### src/rtl/vm_pkg.sv
// rtl/vm_pkg.sv - shared FSM states, Booth digit codes and iteration helpers for booth_seq_mult
package vm_pkg;

  typedef enum logic [1:0] {
    IDLE = 2'd0,
    BUSY = 2'd1,
    DONE = 2'd2
  } state_t;

  // Booth digit codes as {neg, one, two}
  localparam logic [2:0] DIG_ZERO = 3'b000;
  localparam logic [2:0] DIG_P1   = 3'b010;
  localparam logic [2:0] DIG_P2   = 3'b001;
  localparam logic [2:0] DIG_M1   = 3'b110;
  localparam logic [2:0] DIG_M2   = 3'b101;

  // One radix-4 digit per cycle over the (WIDTH+2)-bit extended multiplier
  function automatic int num_iters(input int width);
    return width / 2 + 1;
  endfunction

  function automatic int iter_width(input int width);
    return (num_iters(width) > 1) ? $clog2(num_iters(width)) : 1;
  endfunction

endpackage

### src/rtl/booth_r4_encoder.sv
// rtl/booth_r4_encoder.sv - radix-4 Booth window {b[2i+1],b[2i],b[2i-1]} to {neg, one, two}
module booth_r4_encoder
  import vm_pkg::*;
(
  input  logic [2:0] window,
  output logic       neg,
  output logic       one,
  output logic       two
);

  logic [2:0] dig;

  // Map the 3-bit window onto a digit in {-2,-1,0,+1,+2}
  always_comb begin
    dig = DIG_ZERO;
    case (window)
      3'b000, 3'b111: dig = DIG_ZERO;
      3'b001, 3'b010: dig = DIG_P1;
      3'b011:         dig = DIG_P2;
      3'b100:         dig = DIG_M2;
      3'b101, 3'b110: dig = DIG_M1;
      default:        dig = DIG_ZERO;
    endcase
    {neg, one, two} = dig;
  end

endmodule

### src/rtl/booth_seq_mult.sv
// rtl/booth_seq_mult.sv - iterative radix-4 Booth multiplier with valid/ready handshake; optional MAC via VM_MAC_EN
module booth_seq_mult
  import vm_pkg::*;
#(
  parameter int WIDTH = 32
) (
  input  logic               clk,
  input  logic               reset,
  input  logic               in_valid,
  output logic               in_ready,
  input  logic [WIDTH-1:0]   a,
  input  logic [WIDTH-1:0]   b,
  input  logic               signed_mode,
`ifdef VM_MAC_EN
  input  logic               acc_clear,
`endif
  output logic               out_valid,
  input  logic               out_ready,
  output logic [2*WIDTH-1:0] result,
  output logic               busy
);

  localparam int AW = 2 * WIDTH + 4;
  localparam int BW = WIDTH + 3;
  localparam int N  = num_iters(WIDTH);
  localparam int IW = iter_width(WIDTH);
  localparam logic [IW-1:0] LAST = IW'(N - 1);

  state_t            state, state_next;
  logic [IW-1:0]     iter;
  logic [AW-1:0]     mcand;
  logic [AW-1:0]     acc;
  logic [BW-1:0]     mplier;
  logic              neg, one, two;
  logic [AW-1:0]     mag, pp, sum;
  logic [2*WIDTH-1:0] product, final_val;
  logic              a_ext, b_ext;

`ifdef VM_MAC_EN
  logic [2*WIDTH-1:0] mac_acc;
  logic               clr_q;
`endif

  // The low three multiplier bits always hold the current Booth window
  booth_r4_encoder u_enc (
    .window (mplier[2:0]),
    .neg    (neg),
    .one    (one),
    .two    (two)
  );

  // Partial product for this digit and the running sum
  always_comb begin
    a_ext     = signed_mode & a[WIDTH-1];
    b_ext     = signed_mode & b[WIDTH-1];
    mag       = '0;
    if (two)
      mag = {mcand[AW-2:0], 1'b0};
    else if (one)
      mag = mcand;
    pp        = neg ? (~mag + AW'(1)) : mag;
    sum       = acc + pp;
    product   = sum[2*WIDTH-1:0];
`ifdef VM_MAC_EN
    final_val = (clr_q ? '0 : mac_acc) + product;
`else
    final_val = product;
`endif
  end

  // State register
  always_ff @(posedge clk or negedge reset) begin
    if (!reset)
      state <= IDLE;
    else
      state <= state_next;
  end

  // Next-state and handshake outputs
  always_comb begin
    state_next = state;
    in_ready   = 1'b0;
    out_valid  = 1'b0;
    busy       = 1'b0;
    case (state)
      IDLE: begin
        in_ready = 1'b1;
        if (in_valid)
          state_next = BUSY;
      end
      BUSY: begin
        busy = 1'b1;
        if (iter == LAST)
          state_next = DONE;
      end
      DONE: begin
        busy      = 1'b1;
        out_valid = 1'b1;
        if (out_ready)
          state_next = IDLE;
      end
      default: state_next = IDLE;
    endcase
  end

  // Operand capture, one Booth digit per BUSY cycle, result register
  always_ff @(posedge clk or negedge reset) begin
    if (!reset) begin
      iter   <= '0;
      mcand  <= '0;
      acc    <= '0;
      mplier <= '0;
      result <= '0;
`ifdef VM_MAC_EN
      mac_acc <= '0;
      clr_q   <= 1'b0;
`endif
    end else begin
      case (state)
        IDLE: begin
          if (in_valid) begin
            mcand  <= {{(AW-WIDTH){a_ext}}, a};
            mplier <= {{2{b_ext}}, b, 1'b0};
            acc    <= '0;
            iter   <= '0;
`ifdef VM_MAC_EN
            clr_q  <= acc_clear;
`endif
          end
        end
        BUSY: begin
          acc    <= sum;
          mcand  <= {mcand[AW-3:0], 2'b00};
          mplier <= {2'b00, mplier[BW-1:2]};
          iter   <= iter + 1'b1;
          if (iter == LAST)
            result <= final_val;
        end
        DONE: begin
`ifdef VM_MAC_EN
          if (out_ready)
            mac_acc <= result;
`endif
        end
        default: ;
      endcase
    end
  end

endmodule

### config.mk
export PLATFORM = sky130hd
export DESIGN_NAME = booth_seq_mult
export DESIGN_NICKNAME = d
export VERILOG_FILES = /design/src/rtl/vm_pkg.sv /design/src/rtl/booth_r4_encoder.sv /design/src/rtl/booth_seq_mult.sv
export SDC_FILE = /design/constraint.sdc
export NUM_CORES = 1
export LEC_CHECK = 0
export BUFFER_PORTS_ARGS = -buffer_cell sky130_fd_sc_hd__buf_2
export CAP_MARGIN = 20
export CORE_UTILIZATION = 60
export DETAILED_ROUTE_END_ITERATION = 6
export PLACE_DENSITY = 0.85
export SLEW_MARGIN = 10
export SYNTH_ARGS = -nofsm -noshare
export SYNTH_HDL_FRONTEND = slang
export SYNTH_SLANG_ARGS = --single-unit
export TNS_END_PERCENT = 10
### constraint.sdc
create_clock -name clk -period 11.4 [get_ports clk]
set_clock_uncertainty 0.05 [all_clocks]
set_input_delay 1.71 -clock clk [delete_from_list [all_inputs] [get_ports clk]]
set_output_delay 1.71 -clock clk [all_outputs]
set_load 0.05 [all_outputs]
==> metrics.md <==
| Metric | Value |
|---|---|
| Worst reg-to-reg path cell count | 19 |
| Slew Viols, Final | 0 |
| Post-synth EDFFs | 0 |
| Chip Width | 165 um |
| Synth Warn # | 0 |
| Type of the worst min-delay path | reg -> reg |
| Die ar. | 27300 um^2 |
| Status | finished, violations left |
| Clock Latency Late Sink | 0.55 ns |
| Layout cells sized above 1 | 14.9% |
| Fmax | approximately 0.15 GHz |
| Layout Nets | 2029 |
| Drt pass-1 iters | 7 |
| Gr usage total | approximately a third |
| CP max FO | 95 |
| Row count | 59 |
| Final instance area | 17700 um^2 |
| CTS clk-pin slew, worst paths | around 0.060 ns |
| DP Area | 16800 um^2 |
| Io pins | 136 |
| CTS-repair resized insts | 0 |
| Setup_tns | 0 ns |
| Fin crit period | ~6.8 ns |
| Post-CTS Setup Inserts | 0 |
| Dpl cells | 2180 |
| Crit path launch type | register |
| Core area | 26100 um^2 |
| Antenna-violating nets left | 0 |
| Initial antenna violation count | 1 |
| Clock sink count | roughly 230 |
| Sequential Area | 5830 um^2 |
| Clk buf depth | 3 |
| DPL Wire Length | 30.7 mm |
| Synth async-reset ratio | 100% |
| Max-slew headroom | 28.2% |
| Period utilization | 59.4% |
| Worst-margin pin slew | 1.08 ns |
| DR iter-0 viols | 1534 |
| Vias in the first global route | 14100 |
| Critical register-to-register path startpoint | mplier[1] |
| Fin cells | 2230 |
| CP endpoint kind | register |
| Most frequent cells in the layout | dfrtp_1 (233), nand2_1 (199), a21oi_1 (161) |
| Post-synth net total | 1972 |
| # fillers | 2068 |
| Setup CP Type | reg -> reg |
| Most common cell after layout, fill and taps aside | dfrtp_1 |
| Gpl congestion | just under 1 |
| Failing checks | DRC |
| Worst path cell trace | ha_1 -> mux2i_4 -> buf_4 -> and2_0 -> nand2_1 -> ha_1 -> and3_4 -> nand4_1 -> nand2_1 -> xnor2_1 -> ha_1 -> nand2_1 -> nor4_1 -> a211oi_1 -> a211oi_1 -> nor2_1 -> o41ai_1 -> xor2_1 -> mux2_2 |
| H-tree lvl count | 1 |
| WP data arrival | 7.15 ns |
| CP max stage cell | and2_0 |
| Syn avg cell area | 8.81 um^2 |
| # port buffers | 135 |
| CTS tree | yes |
| Util after Layout | between 60% and 70% |
| Routed met3 length | 2.97 mm |
| Slowest cell delay on critical path | approximately 0.80 ns |
| Syn-to-layout area delta | 10.3% |
| Critical path required time | 11.77 ns |
| Crit path from | mplier[1] |
| Die Y | between 150 and 200 um |
| First-pass GRT wire length | a little over 70 mm |
| Root buf cell | clkbuf_16 |
| Vias | 14600 |
| Remaining DRCs | 14 |
| Total stage count of the critical path | 19 |
| Synthesized cell area | between 15000 and 20000 um^2 |
| Multi-input gate area | 9590 um^2 |
| RSZ-0062 raised after global routing | no |
| Worst path top cell family by delay | simple AND/OR/NAND/NOR gates |
| Buf/Inv on CP | 1 |
| Synth Flop Type | dfrtp_1 |
| Hold-critical path depth | 2 |
| Pin count of the biggest net entering global routing | 110 |
| TritonCTS Buffers | 26 |
| Syn Inst Count | roughly 1800 |
| Max-Cap Viols | 0 |
| Post-synthesis register bit count | 233 |
| Register area share after synthesis | 36.4% |
| Top Metal Used | met4 |
| M1 WL | approximately 19 mm |
| Hold-fix buffers at CTS | 0 |
| R2R setup slack | 4.62 ns |
| Final hold violations | 0 |
| Routed WL | 44.4 mm |
| Reg-to-Reg End | result[42] |
| Count of final setup violators | 0 |
| Metal2 WL | between 20 and 25 mm |
| Critical Path End | result[42] |
| Total gr overflow | 0 |
| Drt wl/cell | about 20 um |
| Initial cell density of the core | between 60% and 70% |
| Drt via density | 6.53 |
| Library cells used by synthesis | 82 |
## final cells by class
cell class	count	area share, %
Timing Repair Buffer	152	4.65
Clock inverter	17	1.08
Multi-Input combinational cell	1431	54.3
Clock buffer	31	3.96
Inverter	30	0.637
Antenna cell	1	0.0142
Tap cell	335	2.37
Sequential cell	233	33.0
## synth_stat cells (5+ instances only)
cell	instances	area, um^2
dfrtp_1	233	5830
xor2_1	56	490
nor2_1	138	518
nand3_1	30	150
o211ai_1	12	90.1
o21ai_0	130	651
a221o_1	31	310
clkbuf_1	107	402
ha_1	85	1060
nor4_1	10	62.6
nor3_1	30	150
mux2_2	51	574
nand2b_1	11	68.8
a21o_1	37	278
o21a_1	6	45.0
o31ai_1	9	67.6
o22ai_1	35	219
nand4_1	29	181
buf_1	5	18.8
inv_1	30	113
mux2i_1	38	380
xnor2_1	67	587
and2_1	17	106
a22o_1	55	482
buf_6	6	67.6
or3_1	10	62.6
a21boi_0	12	90.1
a31oi_1	23	144
nand2_1	199	747
a211oi_1	11	82.6
o21bai_1	14	105
a21oi_1	161	806
and3_1	41	257
## layer usage
metal / up-vias / track usage [%]
met5: - / 0
met4: 0 / 15.0
met3: 126 / 4.60
met2: 638 / 52.1
met1: 7026 / 43.6
li1: 6773 / -
## sequential cells by signal (all words and copies together), names as in the netlist
name    cells
result     64
state       2
mcand      64
iter        5
acc        64
mplier     34
## how the worst min path moves through the flow
| stage | start | end |
|---|---|---|
| after floorplan | mplier[10] | mplier[10] |
| after global placement | result[48] | result[48] |
| after detailed placement | result[0] | result[0] |
| after CTS | result[0] | result[0] |
| after global routing | mplier[13] | mplier[13] |
| final | result[0] | result[0] |
## stage by stage
step                hold slack [ns]  setup WS [ns]
CTS                           0.430           4.76
global placement              0.405           4.89
floorplan                     0.400           5.77
global route                  0.449           4.30
finish                        0.428           4.62
detailed placement            0.417           4.80
## logic make-up (layout without fill, tap and decap cells)
logic type               count (synthesis)  after routing  share of synthesized area (%)
AND/OR/NAND/NOR                        545            545                           16.0
adder cells (fa/ha/maj)                 86             86                           6.77
AO/OA/AOI/OAI                          584            584                           23.8
other                                    0              1                              0
buffers and inverters                  153            230                           3.94
XOR/XNOR                               124            124                           6.83
multiplexers                            92             92                           6.20
flip-flops                             233            233                           36.4
## worst reg2reg max path: cells and delay by family (launching register included)
| kind | cells | cell delay (ns) |
|---|---|---|
| AOI/OAI and AO/OA | 3 | 1.31 |
| xor gates and xnor gates | 2 | 0.31 |
| adders and majority gates | 3 | 0.90 |
| buffers and inverters | 1 | 0.72 |
| DFF | 1 | 0.40 |
| muxes | 2 | 0.44 |
| and+or+nand+nor | 8 | 2.51 |
Power is not shown: default switching activity piles up to over one toggle a cycle in this logic, so the estimate is an artifact.
